<file path="config.mk">
export PLATFORM = sky130hd
export DESIGN_NAME = fp_add_normalize_flat
export DESIGN_NICKNAME = d
export VERILOG_FILES = /design/src/rtl/fp_add_normalize_if.sv /design/src/rtl/fp_add_normalize.sv /design/src/flat_wrapper.sv
export SDC_FILE = /design/constraint.sdc
export NUM_CORES = 1
export LEC_CHECK = 0
export CAP_MARGIN = 15
export CORE_ASPECT_RATIO = 1.5
export CORE_MARGIN = 2
export CORE_UTILIZATION = 45
export DETAILED_ROUTE_END_ITERATION = 7
export GPL_TIMING_DRIVEN = 0
export HOLD_SLACK_MARGIN = 0.06
export PLACE_DENSITY = 0.71
export REMOVE_ABC_BUFFERS = 1
export SLEW_MARGIN = 40
export SYNTH_ARGS = -nofsm -noshare
export SYNTH_HDL_FRONTEND = slang
export SYNTH_SLANG_ARGS = --single-unit
</file>
<file path="constraint.sdc">
create_clock -name clk -period 4.6 [get_ports clk]
set_input_delay 1.15 -clock clk [delete_from_list [all_inputs] [get_ports clk]]
set_output_delay 1.15 -clock clk [all_outputs]
set_load 0.005 [all_outputs]
</file>
<file path="src/rtl/fp_add_normalize_if.sv">
// -----------------------------------------------------------------------------
// fp_add_normalize_if
// Bundle of the upstream (leading-one detector side) and downstream
// (rounding/pack side) handshake and payload signals of the normalization
// stage.
//   slave  : view taken by fp_add_normalize (consumes in_*, produces out_*)
//   master : view taken by the surrounding logic / environment
// Upstream   : in_valid, in_ready, in_sign, in_carry, in_mant, in_lead, in_exp
// Downstream : out_valid, out_ready, out_sign, out_mant, out_exp,
//              out_lost, out_zero, out_underflow, out_overflow
// -----------------------------------------------------------------------------
interface fp_add_normalize_if #(
    parameter int MANT_W = 24,
    parameter int EXP_W  = 8
) ();
    logic              in_valid;
    logic              in_ready;
    logic              in_sign;
    logic              in_carry;
    logic [MANT_W-1:0] in_mant;
    logic [MANT_W-1:0] in_lead;
    logic [EXP_W-1:0]  in_exp;

    logic              out_valid;
    logic              out_ready;
    logic              out_sign;
    logic [MANT_W-1:0] out_mant;
    logic [EXP_W-1:0]  out_exp;
    logic              out_lost;
    logic              out_zero;
    logic              out_underflow;
    logic              out_overflow;

    modport slave (
        input  in_valid, in_sign, in_carry, in_mant, in_lead, in_exp, out_ready,
        output in_ready, out_valid, out_sign, out_mant, out_exp,
               out_lost, out_zero, out_underflow, out_overflow
    );

    modport master (
        output in_valid, in_sign, in_carry, in_mant, in_lead, in_exp, out_ready,
        input  in_ready, out_valid, out_sign, out_mant, out_exp,
               out_lost, out_zero, out_underflow, out_overflow
    );
endinterface

</file>
<file path="src/rtl/fp_add_normalize.sv">
// -----------------------------------------------------------------------------
// fp_add_normalize
// Normalization stage of the floating-point adder, directly downstream of the
// leading-one detector. Two-stage pipeline with valid/ready on both sides:
//   stage 1 registers the operands plus the left-shift distance derived from
//           the leading-one vector and a "no leading one" flag;
//   stage 2 registers the normalized mantissa, adjusted exponent and the
//           exception flags (lost bit, zero, underflow, overflow).
// Ports:
//   clk    : clock, all state on rising edge
//   rst_n  : asynchronous active-low reset, clears both stages and outputs
//   bus    : fp_add_normalize_if.slave (upstream + downstream handshake/data)
// -----------------------------------------------------------------------------
module fp_add_normalize #(
    parameter int MANT_W  = 24,
    parameter int EXP_W   = 8,
    parameter int SHIFT_W = 5
) (
    input  logic                 clk,
    input  logic                 rst_n,
    fp_add_normalize_if.slave    bus
);

    localparam logic [SHIFT_W-1:0] TOP_IDX = SHIFT_W'(MANT_W - 1);
    localparam logic [EXP_W:0]     EXP_MAX = {1'b0, {EXP_W{1'b1}}};

    // Handshake
    logic               s2_accept_s;
    logic               in_ready_s;
    logic               in_fire_s;

    // Leading-one encode
    logic [SHIFT_W-1:0] lead_idx_s;
    logic [SHIFT_W-1:0] shift_s;

    // Stage 1 registers
    logic               s1_valid_r;
    logic               s1_sign_r;
    logic               s1_carry_r;
    logic [MANT_W-1:0]  s1_mant_r;
    logic [EXP_W-1:0]   s1_exp_r;
    logic [SHIFT_W-1:0] s1_shift_r;
    logic               s1_lead_zero_r;

    // Stage 2 next values
    logic [EXP_W:0]     exp_inc_s;
    logic [EXP_W:0]     exp_sub_s;
    logic [MANT_W-1:0]  nxt_mant_s;
    logic [EXP_W-1:0]   nxt_exp_s;
    logic               nxt_lost_s;
    logic               nxt_zero_s;
    logic               nxt_underflow_s;
    logic               nxt_overflow_s;

    // Stage 2 (output) registers
    logic               s2_valid_r;
    logic               out_sign_r;
    logic [MANT_W-1:0]  out_mant_r;
    logic [EXP_W-1:0]   out_exp_r;
    logic               out_lost_r;
    logic               out_zero_r;
    logic               out_underflow_r;
    logic               out_overflow_r;

    // in_ready depends combinationally only on out_ready and local state.
    assign s2_accept_s = !s2_valid_r || bus.out_ready;
    assign in_ready_s  = !s1_valid_r || s2_accept_s;
    assign in_fire_s   = bus.in_valid && in_ready_s;

    // Encode the leading-one vector; the highest set bit wins so that a
    // multi-hot vector from the detector still yields a sane shift.
    always_comb begin
        lead_idx_s = {SHIFT_W{1'b0}};
        for (int i = 0; i < MANT_W; i++) begin
            lead_idx_s = bus.in_lead[i] ? SHIFT_W'(i) : lead_idx_s;
        end
    end

    assign shift_s = TOP_IDX - lead_idx_s;

    // Stage 1: capture operands and the derived shift distance on accept.
    always_ff @(posedge clk or negedge rst_n) begin
        if (!rst_n) begin
            s1_valid_r     <= 1'b0;
            s1_sign_r      <= 1'b0;
            s1_carry_r     <= 1'b0;
            s1_mant_r      <= {MANT_W{1'b0}};
            s1_exp_r       <= {EXP_W{1'b0}};
            s1_shift_r     <= {SHIFT_W{1'b0}};
            s1_lead_zero_r <= 1'b0;
        end else if (in_fire_s) begin
            s1_valid_r     <= 1'b1;
            s1_sign_r      <= bus.in_sign;
            s1_carry_r     <= bus.in_carry;
            s1_mant_r      <= bus.in_mant;
            s1_exp_r       <= bus.in_exp;
            s1_shift_r     <= shift_s;
            s1_lead_zero_r <= (bus.in_lead == {MANT_W{1'b0}});
        end else if (s2_accept_s) begin
            s1_valid_r     <= 1'b0;
        end
    end

    // Exponent arithmetic is one bit wider than the field so that the carry
    // into 255 and the borrow below zero are both visible.
    assign exp_inc_s = {1'b0, s1_exp_r} + {{EXP_W{1'b0}}, 1'b1};
    assign exp_sub_s = {1'b0, s1_exp_r} - {{(EXP_W + 1 - SHIFT_W){1'b0}}, s1_shift_r};

    // Stage 2 result selection: Inf/NaN, carry, exact zero, flush, normal shift.
    always_comb begin
        nxt_mant_s      = {MANT_W{1'b0}};
        nxt_exp_s       = {EXP_W{1'b0}};
        nxt_lost_s      = 1'b0;
        nxt_zero_s      = 1'b0;
        nxt_underflow_s = 1'b0;
        nxt_overflow_s  = 1'b0;
        if (s1_exp_r == {EXP_W{1'b1}}) begin
            nxt_mant_s = s1_mant_r;
            nxt_exp_s  = s1_exp_r;
        end else if (s1_carry_r) begin
            nxt_lost_s = s1_mant_r[0];
            if (exp_inc_s == EXP_MAX) begin
                nxt_overflow_s = 1'b1;
                nxt_exp_s      = {EXP_W{1'b1}};
            end else begin
                nxt_mant_s = {1'b1, s1_mant_r[MANT_W-1:1]};
                nxt_exp_s  = exp_inc_s[EXP_W-1:0];
            end
        end else if (s1_lead_zero_r) begin
            nxt_zero_s = 1'b1;
        end else if (exp_sub_s[EXP_W] || (exp_sub_s == {(EXP_W + 1){1'b0}})) begin
            // exp <= shift: borrow out or exact zero; no denormals, flush.
            nxt_underflow_s = 1'b1;
        end else begin
            nxt_mant_s = s1_mant_r << s1_shift_r;
            nxt_exp_s  = exp_sub_s[EXP_W-1:0];
        end
    end

    // Stage 2: output register, holds while the downstream stalls.
    always_ff @(posedge clk or negedge rst_n) begin
        if (!rst_n) begin
            s2_valid_r      <= 1'b0;
            out_sign_r      <= 1'b0;
            out_mant_r      <= {MANT_W{1'b0}};
            out_exp_r       <= {EXP_W{1'b0}};
            out_lost_r      <= 1'b0;
            out_zero_r      <= 1'b0;
            out_underflow_r <= 1'b0;
            out_overflow_r  <= 1'b0;
        end else if (s2_accept_s) begin
            s2_valid_r <= s1_valid_r;
            if (s1_valid_r) begin
                out_sign_r      <= s1_sign_r;
                out_mant_r      <= nxt_mant_s;
                out_exp_r       <= nxt_exp_s;
                out_lost_r      <= nxt_lost_s;
                out_zero_r      <= nxt_zero_s;
                out_underflow_r <= nxt_underflow_s;
                out_overflow_r  <= nxt_overflow_s;
            end
        end
    end

    assign bus.in_ready      = in_ready_s;
    assign bus.out_valid     = s2_valid_r;
    assign bus.out_sign      = out_sign_r;
    assign bus.out_mant      = out_mant_r;
    assign bus.out_exp       = out_exp_r;
    assign bus.out_lost      = out_lost_r;
    assign bus.out_zero      = out_zero_r;
    assign bus.out_underflow = out_underflow_r;
    assign bus.out_overflow  = out_overflow_r;

endmodule

</file>
<file path="src/flat_wrapper.sv">
// flat-port wrapper written by rule: the top's interface ports become plain ports
module fp_add_normalize_flat 
#(
    parameter int MANT_W  = 24,
    parameter int EXP_W   = 8,
    parameter int SHIFT_W = 5
)
  (clk, rst_n, bus_in_valid, bus_in_sign, bus_in_carry, bus_in_mant, bus_in_lead, bus_in_exp, bus_out_ready, bus_in_ready, bus_out_valid, bus_out_sign, bus_out_mant, bus_out_exp, bus_out_lost, bus_out_zero, bus_out_underflow, bus_out_overflow);
  fp_add_normalize_if #(.MANT_W(MANT_W), .EXP_W(EXP_W)) bus_i ();
  input  logic clk;
  input  logic rst_n;
  input wire logic [$bits(bus_i.in_valid)-1:0] bus_in_valid;
  input wire logic [$bits(bus_i.in_sign)-1:0] bus_in_sign;
  input wire logic [$bits(bus_i.in_carry)-1:0] bus_in_carry;
  input wire logic [$bits(bus_i.in_mant)-1:0] bus_in_mant;
  input wire logic [$bits(bus_i.in_lead)-1:0] bus_in_lead;
  input wire logic [$bits(bus_i.in_exp)-1:0] bus_in_exp;
  input wire logic [$bits(bus_i.out_ready)-1:0] bus_out_ready;
  output wire logic [$bits(bus_i.in_ready)-1:0] bus_in_ready;
  output wire logic [$bits(bus_i.out_valid)-1:0] bus_out_valid;
  output wire logic [$bits(bus_i.out_sign)-1:0] bus_out_sign;
  output wire logic [$bits(bus_i.out_mant)-1:0] bus_out_mant;
  output wire logic [$bits(bus_i.out_exp)-1:0] bus_out_exp;
  output wire logic [$bits(bus_i.out_lost)-1:0] bus_out_lost;
  output wire logic [$bits(bus_i.out_zero)-1:0] bus_out_zero;
  output wire logic [$bits(bus_i.out_underflow)-1:0] bus_out_underflow;
  output wire logic [$bits(bus_i.out_overflow)-1:0] bus_out_overflow;
  assign bus_i.in_valid = bus_in_valid;
  assign bus_i.in_sign = bus_in_sign;
  assign bus_i.in_carry = bus_in_carry;
  assign bus_i.in_mant = bus_in_mant;
  assign bus_i.in_lead = bus_in_lead;
  assign bus_i.in_exp = bus_in_exp;
  assign bus_i.out_ready = bus_out_ready;
  assign bus_in_ready = bus_i.in_ready;
  assign bus_out_valid = bus_i.out_valid;
  assign bus_out_sign = bus_i.out_sign;
  assign bus_out_mant = bus_i.out_mant;
  assign bus_out_exp = bus_i.out_exp;
  assign bus_out_lost = bus_i.out_lost;
  assign bus_out_zero = bus_i.out_zero;
  assign bus_out_underflow = bus_i.out_underflow;
  assign bus_out_overflow = bus_i.out_overflow;
  fp_add_normalize #(.MANT_W(MANT_W), .EXP_W(EXP_W), .SHIFT_W(SHIFT_W)) u_core (.clk(clk), .rst_n(rst_n), .bus(bus_i));
endmodule
</file>
==> qor.txt <==
Outcome -> finished clean
ANT cells -> 0
Port Buffers -> 100
Initial DRC count -> 322
Post-synth top area share -> 38.6%
Leading area contributor after synthesis -> dfrtp_1
CTS root buf -> clkbuf_16
Lkg Pwr -> 2.61 nW
Design area -> 6530 µm²
Worst min path class -> reg -> reg
CTS tree -> yes
Syn Std Cell Area -> 5120 µm²
Wl on met1 -> 5.80 mm
# DRC -> 0
Fraction of layout cells with a size suffix above 1 -> 13.4%
NumNets Final -> 693
Power Dens Cells -> 410 nW/µm²
Seq/Total Area, Yosys -> 38.6%
Synth Instances -> 548
Die footprint -> 12300 µm²
IO Pins -> 101
Synth Register Bits -> 79
Setup crit end kind -> flop
Synth Flop Type -> dfrtp_1
Most frequent cells in the layout -> clkdlybuf4s50_1, dfrtp_1, nor2_1
Most common cell after layout, fill and taps aside -> clkdlybuf4s50_1
Slew margin rel. -> 41.1%
Vias in the first global route -> 4953
Max Clock Freq -> 0.239 GHz
Final min period -> 4.18 ns
GRT Residual Overflow -> 0
Core Box Area -> 11100 µm²
Syn Area/Cell -> 9.34 µm²
Die Ht -> 135 µm
FP Rows -> 47
Distinct cells, synth -> 56
Clock Sinks -> 79
RD Place Congestion -> 0.940
Syn-to-layout area delta -> 27.7%
Synth warnings -> 0
Drt pass-1 iters -> 5
Starting Density -> 46.3%
GRT Overall Usage -> 25.6%
Worst Max-Slew Pin Slew -> 0.881 ns
Worst EP arrival -> 4.39 ns
Setup bufs post-CTS -> 0
Hold buffers post-CTS -> 0
Final Hold Vio Count -> 0
Vias per std cell -> 6.17
Num CTS Buffers -> 9
Worst-case clock buffer depth -> 2
Initial antenna violation count -> 0
Reg clk slew, reported paths -> 0.06 ns
WL met3 -> 839 µm
Clk_skew -> 0.00568 ns
Worst EP required -> 4.81 ns
Number of enable flip-flop cells after synthesis -> 0
Post-Route WL -> 15.3 mm
DP Area -> 6200 µm²
Ys async rst share -> 100%
Post-DP HPWL -> 10.9 mm
Vias -> 4782
Crit-path max FO -> 22
Largest cells by area after synthesis -> dfrtp_1, mux2_2, mux4_2, nor2_1, a221oi_1
Largest net degree at the start of global routing -> 44
Metal2 WL -> 8.25 mm
Final setup vio count -> 0
Skew-Pair Late Insertion Delay -> 0.34 ns
Die X -> 91.1 µm
Max_cap viols -> 0
Peak VDD IR -> 206 µV
WS Path Type -> reg -> reg
Count of final max-slew check failures -> 0
Fin crit share -> 90.9%
Top sig layer -> met4
RSZ-0062 raised after global routing -> false
First-pass GRT wire length -> 25.1 mm
Final Util -> 59.1%
H-tree levels -> 3
Critical Path Source Type -> flop
Wire length per cell -> 19.8 µm
Antenna Violating Nets Remaining -> 0
through the flow:
stage / setup slack (ns) / power [mW] / cells / hold WS [ns] / setup TNS, ns
after floorplan: 0.898 / 1.46 / 511 / 0.433 / 0
after global placement: -0.282 / 1.88 / 758 / 0.445 / -22.19
after detailed placement: 0.650 / 1.90 / 759 / 0.475 / 0
after CTS: 0.614 / 2.69 / 775 / 0.488 / 0
after global routing: 0.182 / 2.82 / 775 / 0.514 / 0
final: 0.420 / 2.68 / 775 / 0.484 / 0
Yosys cell counts, drive strengths merged, types with 3 or more instances:
| library cell | instances |
|---|---|
| a211oi | 12 |
| a21o | 4 |
| a21oi | 36 |
| a221oi | 24 |
| a31oi | 4 |
| and2 | 4 |
| and3 | 5 |
| buf | 10 |
| clkbuf | 27 |
| dfrtp | 79 |
| ha | 7 |
| inv | 12 |
| mux2 | 37 |
| mux2i | 20 |
| mux4 | 13 |
| nand2 | 52 |
| nand2b | 6 |
| nand3 | 15 |
| nand3b | 3 |
| nand4 | 6 |
| nor2 | 64 |
| nor2b | 4 |
| nor3 | 31 |
| nor4 | 10 |
| o211ai | 3 |
| o21ai | 14 |
| o221ai | 3 |
| o22ai | 7 |
| o31ai | 4 |
| or2 | 3 |
| xor2 | 7 |
path summary, 6_finish.rpt:
check	start	to	slack (ns)	cells after the start
setup / recovery	u_core.s1_shift_r[2]	u_core.bus.out_mant[11]	0.42	9
hold reg to reg	u_core.s1_sign_r	u_core.bus.out_sign	0.48	2
max in group asynchronous	rst_n	u_core.bus.out_mant[19]	3.35	2
min in group asynchronous	rst_n	u_core.s1_valid_r	0.70	1
setup reg to reg	u_core.s1_shift_r[2]	u_core.bus.out_mant[11]	0.42	9
hold / removal	u_core.s1_sign_r	u_core.bus.out_sign	0.48	2
worst max-delay path, stage by stage (launching register included):
cell and delay (ns):
dfrtp_1 0.79, clkinvlp_4 0.66, ha_1 0.52, xor2_1 0.17
nor4b_1 0.33, o21ai_0 0.20, a2111oi_2 0.61, nor2b_4 0.26
a221oi_1 0.39, nor3_1 0.10
repair_timing:
| item | 4_1_cts | 5_1_grt |
|---|---|---|
| endpoints found under the hold margin | 0 | 0 |
| setup endpoints to repair | 0 | 5 |
| gates resized for setup | 0 | 1 |
layout make-up:
type	instances	area [µm²]
inverters	12	48.8
clock inverters	3	65.1
well taps	147	184
flip-flops and latches	79	1980
repair buffers	101	1020
clock buffers	13	260
multi-input cells	420	2970
fillers	1017	4520
cell families after synthesis:
| group | synth area share [%] |
|---|---|
| xor gates and xnor gates | 1.20 |
| muxes | 17.8 |
| DFF | 38.6 |
| and+or+nand+nor | 19.1 |
| adders and majority gates | 2.10 |
| buffers and inverters | 3.94 |
| AOI/OAI and AO/OA | 17.2 |
power breakdown:
part           switching [mW]  internal [mW]
Combinational           0.411          0.482
Clock                   0.277          0.504
Sequential              0.172          0.830
per-layer routing:
layer | vias up | global-route usage (%)
li1 | 2196 | -
met1 | 2372 | 29.0
met2 | 178 | 47.0
met3 | 36 | 4.52
met4 | 0 | 11.2
met5 | - | 0
sequential cells by signal, indices dropped and copies added, names as in the netlist:
register,flops
u_core.bus.out_zero,1
u_core.bus.out_overflow,1
u_core.s1_carry_r,1
u_core.bus.out_lost,1
u_core.bus.out_sign,1
u_core.s1_valid_r,1
u_core.bus.out_exp,8
u_core.s1_lead_zero_r,1
u_core.s1_shift_r,5
u_core.bus.out_underflow,1
u_core.bus.out_valid,1
u_core.bus.out_mant,24
u_core.s1_exp_r,8
u_core.s1_mant_r,24
u_core.s1_sign_r,1
Power figures use the tool's default switching activity.
